### config.mk
export PLATFORM = sky130hd
export DESIGN_NAME = tara_estabilizador
export DESIGN_NICKNAME = d
export VERILOG_FILES = /design/src/rtl/balanca_pkg.sv /design/src/rtl/detetor_estabilidade.sv /design/src/rtl/tara_estabilizador.sv
export SDC_FILE = /design/constraint.sdc
export NUM_CORES = 1
export LEC_CHECK = 0
export CAP_MARGIN = 10
export CORE_MARGIN = 1
export CORE_UTILIZATION = 40
export CTS_BUF_LIST = sky130_fd_sc_hd__clkbuf_4 sky130_fd_sc_hd__clkbuf_8
export DETAILED_ROUTE_END_ITERATION = 8
export MAX_ROUTING_LAYER = met4
export PLACE_DENSITY_LB_ADDON = 0.3
export SYNTH_ARGS = -nofsm -noshare
export SYNTH_HDL_FRONTEND = slang
export SYNTH_SLANG_ARGS = --single-unit
### constraint.sdc
create_clock -name clk -period 6.72 [get_ports clk]
set_clock_uncertainty 0.05 [all_clocks]
set_input_delay 1.008 -clock clk [delete_from_list [all_inputs] [get_ports clk]]
set_output_delay 1.008 -clock clk [all_outputs]
set_load 0.005 [all_outputs]
### src/rtl/balanca_pkg.sv
// Types and defaults shared by the scale datapath (tare/stability stage and multiplier).
package balanca_pkg;

   localparam int W_PESO_PADRAO = 12;

   typedef enum logic [1:0] {
      S_INSTAVEL  = 2'd0,
      S_ESTAVEL   = 2'd1,
      S_TARA_PEND = 2'd2
   } estado_t;

endpackage

### src/rtl/detetor_estabilidade.sv
// Tracks a run of samples that stay within TOL of the run's first sample and
// flags the weight as stable once the run reaches N_ESTAVEL samples.
module detetor_estabilidade
   import balanca_pkg::*;
#(
   parameter int W_PESO    = W_PESO_PADRAO,
   parameter int N_ESTAVEL = 8,
   parameter int TOL       = 2
) (
   input  logic              clk,
   input  logic              rst_n,
   input  logic              amostra_valida,
   input  logic [W_PESO-1:0] peso,
   output logic              estavel,
   output logic              fora_tol
);

   localparam int CW = $clog2(N_ESTAVEL + 1);
   localparam logic [CW-1:0] CONT_MAX = CW'(N_ESTAVEL);
   localparam logic [W_PESO:0] TOL_W = (W_PESO + 1)'(TOL);
   localparam logic [W_PESO:0] UM_W  = (W_PESO + 1)'(1);

   logic [W_PESO-1:0] peso_ref;
   logic [CW-1:0]     cont;
   logic [CW-1:0]     cont_nxt;
   logic [W_PESO:0]   dif;
   logic [W_PESO:0]   dif_abs;

   // One extra bit keeps the sign, so 0 vs full-scale never wraps into tolerance.
   assign dif     = {1'b0, peso} - {1'b0, peso_ref};
   assign dif_abs = dif[W_PESO] ? (~dif + UM_W) : dif;

   always_comb begin
      fora_tol = 1'b0;
      cont_nxt = cont;
      if (amostra_valida) begin
         if (dif_abs <= TOL_W) begin
            cont_nxt = (cont >= CONT_MAX) ? CONT_MAX : cont + CW'(1);
         end else begin
            fora_tol = 1'b1;
            cont_nxt = CW'(1);
         end
      end
   end

   // Reflects the count after this cycle's sample, so the top can act on it immediately.
   assign estavel = (cont_nxt >= CONT_MAX);

   always_ff @(posedge clk or negedge rst_n) begin
      if (!rst_n) begin
         peso_ref <= '0;
         cont     <= '0;
      end else begin
         cont <= cont_nxt;
         if (fora_tol) begin
            peso_ref <= peso;
         end
      end
   end

endmodule

### src/rtl/tara_estabilizador.sv
// Stability-gated tare capture and net-weight (clamped at zero) generation
// ahead of the price multiplier.
module tara_estabilizador
   import balanca_pkg::*;
#(
   parameter int W_PESO    = W_PESO_PADRAO,
   parameter int N_ESTAVEL = 8,
   parameter int TOL       = 2
) (
   input  logic              clk,
   input  logic              rst_n,
   input  logic              amostra_valida,
   input  logic [W_PESO-1:0] peso,
   input  logic              botao_tara,
   input  logic              botao_limpa,
   output logic [W_PESO-1:0] quilos_tara,
   output logic [W_PESO-1:0] tara,
   output logic              estavel,
   output logic              negativo,
   output logic              tara_pendente,
   output logic              valido,
   output logic [1:0]        estado_dbg
);

   // Handshake: amostra_valida is a one-cycle strobe with no back-pressure; every
   // strobed sample is consumed at that edge and answered by a one-cycle valido.

   estado_t           estado;
   logic              botao_q;
   logic              pedido;
   logic              est_n;
   logic              fora_tol;
   logic              armado;
   logic              captura;
   logic [W_PESO-1:0] tara_nxt;

   assign pedido     = botao_tara & ~botao_q;
   assign estado_dbg = estado;

   detetor_estabilidade #(
      .W_PESO   (W_PESO),
      .N_ESTAVEL(N_ESTAVEL),
      .TOL      (TOL)
   ) u_detetor (
      .clk           (clk),
      .rst_n         (rst_n),
      .amostra_valida(amostra_valida),
      .peso          (peso),
      .estavel       (est_n),
      .fora_tol      (fora_tol)
   );

   // armado holds a request made while stable until the next sample decides it.
   always_comb begin
      captura = 1'b0;
      if (!botao_limpa && amostra_valida && est_n) begin
         case (estado)
            S_INSTAVEL:  captura = pedido;
            S_ESTAVEL:   captura = pedido | armado;
            S_TARA_PEND: captura = 1'b1;
            default:     captura = 1'b0;
         endcase
      end
   end

   always_comb begin
      tara_nxt = tara;
      if (botao_limpa) begin
         tara_nxt = '0;
      end else if (captura) begin
         tara_nxt = peso;
      end
   end

   always_ff @(posedge clk or negedge rst_n) begin
      if (!rst_n) begin
         estado        <= S_INSTAVEL;
         botao_q       <= 1'b0;
         armado        <= 1'b0;
         tara          <= '0;
         quilos_tara   <= '0;
         estavel       <= 1'b0;
         negativo      <= 1'b0;
         tara_pendente <= 1'b0;
         valido        <= 1'b0;
      end else begin
         botao_q <= botao_tara;
         estavel <= est_n;
         valido  <= amostra_valida;
         tara    <= tara_nxt;
         // Net weight uses the tare as updated in this same cycle.
         if (amostra_valida) begin
            quilos_tara <= (peso >= tara_nxt) ? (peso - tara_nxt) : '0;
            negativo    <= (peso < tara_nxt);
         end
         if (botao_limpa) begin
            armado        <= 1'b0;
            tara_pendente <= 1'b0;
            estado        <= est_n ? S_ESTAVEL : S_INSTAVEL;
         end else begin
            case (estado)
               S_INSTAVEL: begin
                  if (pedido && !captura) begin
                     estado        <= S_TARA_PEND;
                     tara_pendente <= 1'b1;
                  end else if (est_n) begin
                     estado <= S_ESTAVEL;
                  end
               end
               S_ESTAVEL: begin
                  if (amostra_valida) begin
                     armado <= 1'b0;
                     if (fora_tol || !est_n) begin
                        if (pedido || armado) begin
                           estado        <= S_TARA_PEND;
                           tara_pendente <= 1'b1;
                        end else begin
                           estado <= S_INSTAVEL;
                        end
                     end
                  end else if (pedido) begin
                     armado <= 1'b1;
                  end
               end
               S_TARA_PEND: begin
                  if (captura) begin
                     estado        <= S_ESTAVEL;
                     tara_pendente <= 1'b0;
                  end
               end
               default: begin
                  estado        <= S_INSTAVEL;
                  armado        <= 1'b0;
                  tara_pendente <= 1'b0;
               end
            endcase
         end
      end
   end

endmodule

==> results.py <==
metrics = {
    "die": {
        "chipHeight_um": 97.6,
        "floorplan.die_area_um2": 9520,
        "die-width_um": 97.6,
        "core_um2": 8760,
        "num_rows": 34,
        "top_level_ports": 47,
        "initial_core_utilization_pct": 41.7,
    },
    "yosys": {
        "netlist_area_um2": 3650,
        "postSynth.topFlopCell": "dfrtp_1",
        "synth_sequential_area_ratio_pct": 32.9,
        "synthesis.nets": 451,
        "synth-edff-count": 0,
        "post_synth_num_cell_types": 65,
        "synth.ff_latch_count": 48,
        "mapped_cells": 406,
        "syn-mean-instance-area_um2": 9.00,
        "async_flop_share_pct": 100,
        "yosys_warnings": 0,
    },
    "power": {
        "vdd_ir_drop_max_mv": 0.0979,
        "power-per-cell-area_nw_per_um2": 188,
        "cellLeakagePower_nw": 2.08,
    },
    "timing": {
        "layout_setup_ws_ns": 0.264,
        "report.final.hold_viol_count": 0,
        "max_freq_ghz": 0.155,
        "tightest_slew_ns": 0.640,
        "final_max_slew_viol_count": 0,
        "min_period_ns": 6.46,
        "timing.slew.headroom_pct": 56.8,
        "setup_viol": 0,
        "layout_worst_path_cycle_share_pct": 96.1,
        "fin_worst_hold_slack_ns": 0.450,
    },
    "finish": {
        "most_common_library_cell_in_the_layout_ignoring_fill_and_taps": "dfrtp_1",
        "diodes": 0,
        "layout_common_cells": "dfrtp_1, clkdlybuf4s50_1, inv_1, nor2_1",
        "post-route-util_pct": 51.4,
        "drive_above_1_share_pct": 13.8,
        "number_of_nets_in_the_layout": 514,
        "layout-area-overhead-vs-synth_pct": 23.2,
    },
    "hold_path": {
        "min_path_type": "flip-flop to flip-flop",
    },
    "global_routing": {
        "gr-total-overflow": 0,
        "global_route_wire_length_before_repair_mm": 14.8,
        "globalRouteTotalUtil_pct": 19.2,
        "grt_antenna_before_repair": 0,
        "first_global_vias": 3103,
        "maximum_number_of_pins_on_one_net_before_global_route_repair": 49,
    },
    "route": {
        "drc": 0,
        "wirelength_mm": 8.84,
        "drt_first_pass_iters": 4,
        "antenna_violating_nets_post_route": 0,
        "first_iter_violations": 126,
        "wl_per_cell_um": 15.3,
        "routed-via-count": 3250,
        "avgViaCountPerCell": 5.62,
    },
    "worst_setup_path": {
        "critical_path_startpoint_category": "input port",
        "reg2reg_slack_ns": 1.17,
        "worst-path-max-fanout": 6,
        "path_common_cell": "a21oi_2",
        "timing.critical_path.max_delay_family": "compound AO/OA/AOI/OAI gates",
        "required_ns": 6.88,
        "crit_path_end_kind": "flip-flop",
        "critical_path_arrival_ns": 6.61,
        "cp_slowest_stage_delay_ns": 0.48,
        "critical_path.n_buffers_inverters": 3,
        "critical-path-slowest-cell": "clkdlybuf4s50_1",
        "critical_path_start_end_classification": "input port to flip-flop",
    },
    "clock_tree": {
        "clock_pin_slew_on_the_worst_setup_and_hold_paths_ns": 0.10,
        "clk_latency_ns": 0.30,
        "clock_sinks": 48,
        "ctsHoldBuffers": 0,
        "postCtsResizedCells": 0,
        "h-tree-depth": 2,
        "cts.path.max_buffers": 2,
        "tritoncts": "done",
        "cts_post_setup_buffers_inserted": 0,
        "clock-root-buffer": "clkbuf_8",
        "tritoncts.num_buffers": 5,
    },
    "place": {
        "setup_slack_placement_ns": -0.151,
        "buffer_ports.inserted": 46,
        "post-dp-hpwl_mm": 6.75,
        "finalWeightedCongestion": 0.840,
    },
    "run_status": {
        "outcome": "finished, final reports clean",
    },
    "job": {
        "max_cap_violations": 0,
    },
}
## cells by family (layout without fill, tap and decap cells)
group,Yosys count,count (layout),synth area share [%]
compound gates,116,116,22.1
simple gates,111,112,16.5
buf+inv,59,122,6.64
flops,48,48,32.9
fa+ha+maj,28,28,10.0
mux,28,28,8.05
xor+xnor,16,16,3.84
## metrics by stage
stage	cell area, um2	power (mW)	setup TNS, ns	cells
after global routing	4500	0.899	-0.463	578
after detailed placement	4350	0.651	-1.51	569
after floorplan	3650	0.542	0	406
after global placement	4350	0.645	0	569
final	4500	0.844	0	578
after CTS	4450	0.838	0	577
## routing by layer
metal	global-route usage (%)	vias to the layer above	wire [um]
met5	-	-	0
met1	25.0	1568	4120
met4	4.86	0	148
met3	3.09	16	326
li1	-	1576	-
met2	31.3	90	4250
## power breakdown
group / leakage [nW] / internal [mW] / total [mW] / switching (mW)
Sequential: 0.616 / 0.307 / 0.319 / 0.0116
Clock: 0.0434 / 0.0835 / 0.185 / 0.102
Combinational: 1.43 / 0.153 / 0.340 / 0.187
Total: 2.08 / 0.544 / 0.844 / 0.300
## registers in the layout, indices dropped and copies added (netlist names)
register            flops
quilos_tara            12
tara                   12
u_detetor.peso_ref     12
u_detetor.cont          4
estado_dbg              2
armado                  1
botao_q                 1
estavel                 1
negativo                1
tara_pendente           1
valido                  1
## worst reg2reg max path, delay by kind of cell, from the launching register on
family | cells | cell delay (ns)
AOI/OAI and AO/OA | 12 | 2.06
xor gates and xnor gates | 1 | 0.21
adders and majority gates | 3 | 0.96
buffers and inverters | 1 | 0.21
DFF | 1 | 0.40
muxes | 1 | 0.13
and+or+nand+nor | 6 | 1.44
## synth_stat cells, types with 3 or more instances
master / number / share of area, %
dfrtp_1: 48 / 33
inv_1: 42 / 4.3
nor2_1: 32 / 3.3
a21oi_1: 30 / 4.1
ha_1: 26 / 8.9
mux2i_1: 17 / 4.7
nand2_1: 16 / 1.6
a21o_1: 11 / 2.3
o21ai_0: 11 / 1.5
o22ai_1: 11 / 1.9
clkbuf_1: 10 / 1.0
mux2_1: 9 / 2.8
nand3_1: 9 / 1.2
xnor2_1: 9 / 2.2
or2_1: 8 / 1.4
nand4_1: 7 / 1.2
o21bai_1: 7 / 1.4
xor2_1: 7 / 1.7
o211ai_1: 6 / 1.2
and3_1: 5 / 0.86
buf_2: 5 / 0.68
nand2b_1: 5 / 0.86
nor3_1: 5 / 0.68
o21a_1: 5 / 1.0
or2_2: 5 / 0.86
a211oi_1: 4 / 0.82
a31oi_1: 4 / 0.68
nor2b_1: 4 / 0.68
and2_1: 3 / 0.51
o21ai_1: 3 / 0.41
## path summary, 6_finish.rpt
path / depth (start not counted) / from / to
max in group asynchronous: 2 / rst_n / tara[3]
min reg2reg: 1 / u_detetor.peso_ref[6] / u_detetor.peso_ref[6]
min: 1 / u_detetor.peso_ref[6] / u_detetor.peso_ref[6]
min in group asynchronous: 2 / rst_n / tara_pendente
max reg2reg: 24 / u_detetor.peso_ref[0] / quilos_tara[3]
max: 26 / peso[0] / quilos_tara[3]
## area by class of cell
class                   instances  area, um2
multi-input cells             300       2260
clock inverters                 2       15.0
fillers                       807       4260
flip-flops and latches         48       1200
clock buffers                   6       82.6
inverters                      42        158
repair buffers                 72        651
well taps                     108        135
Power figures use the tool's default switching activity.
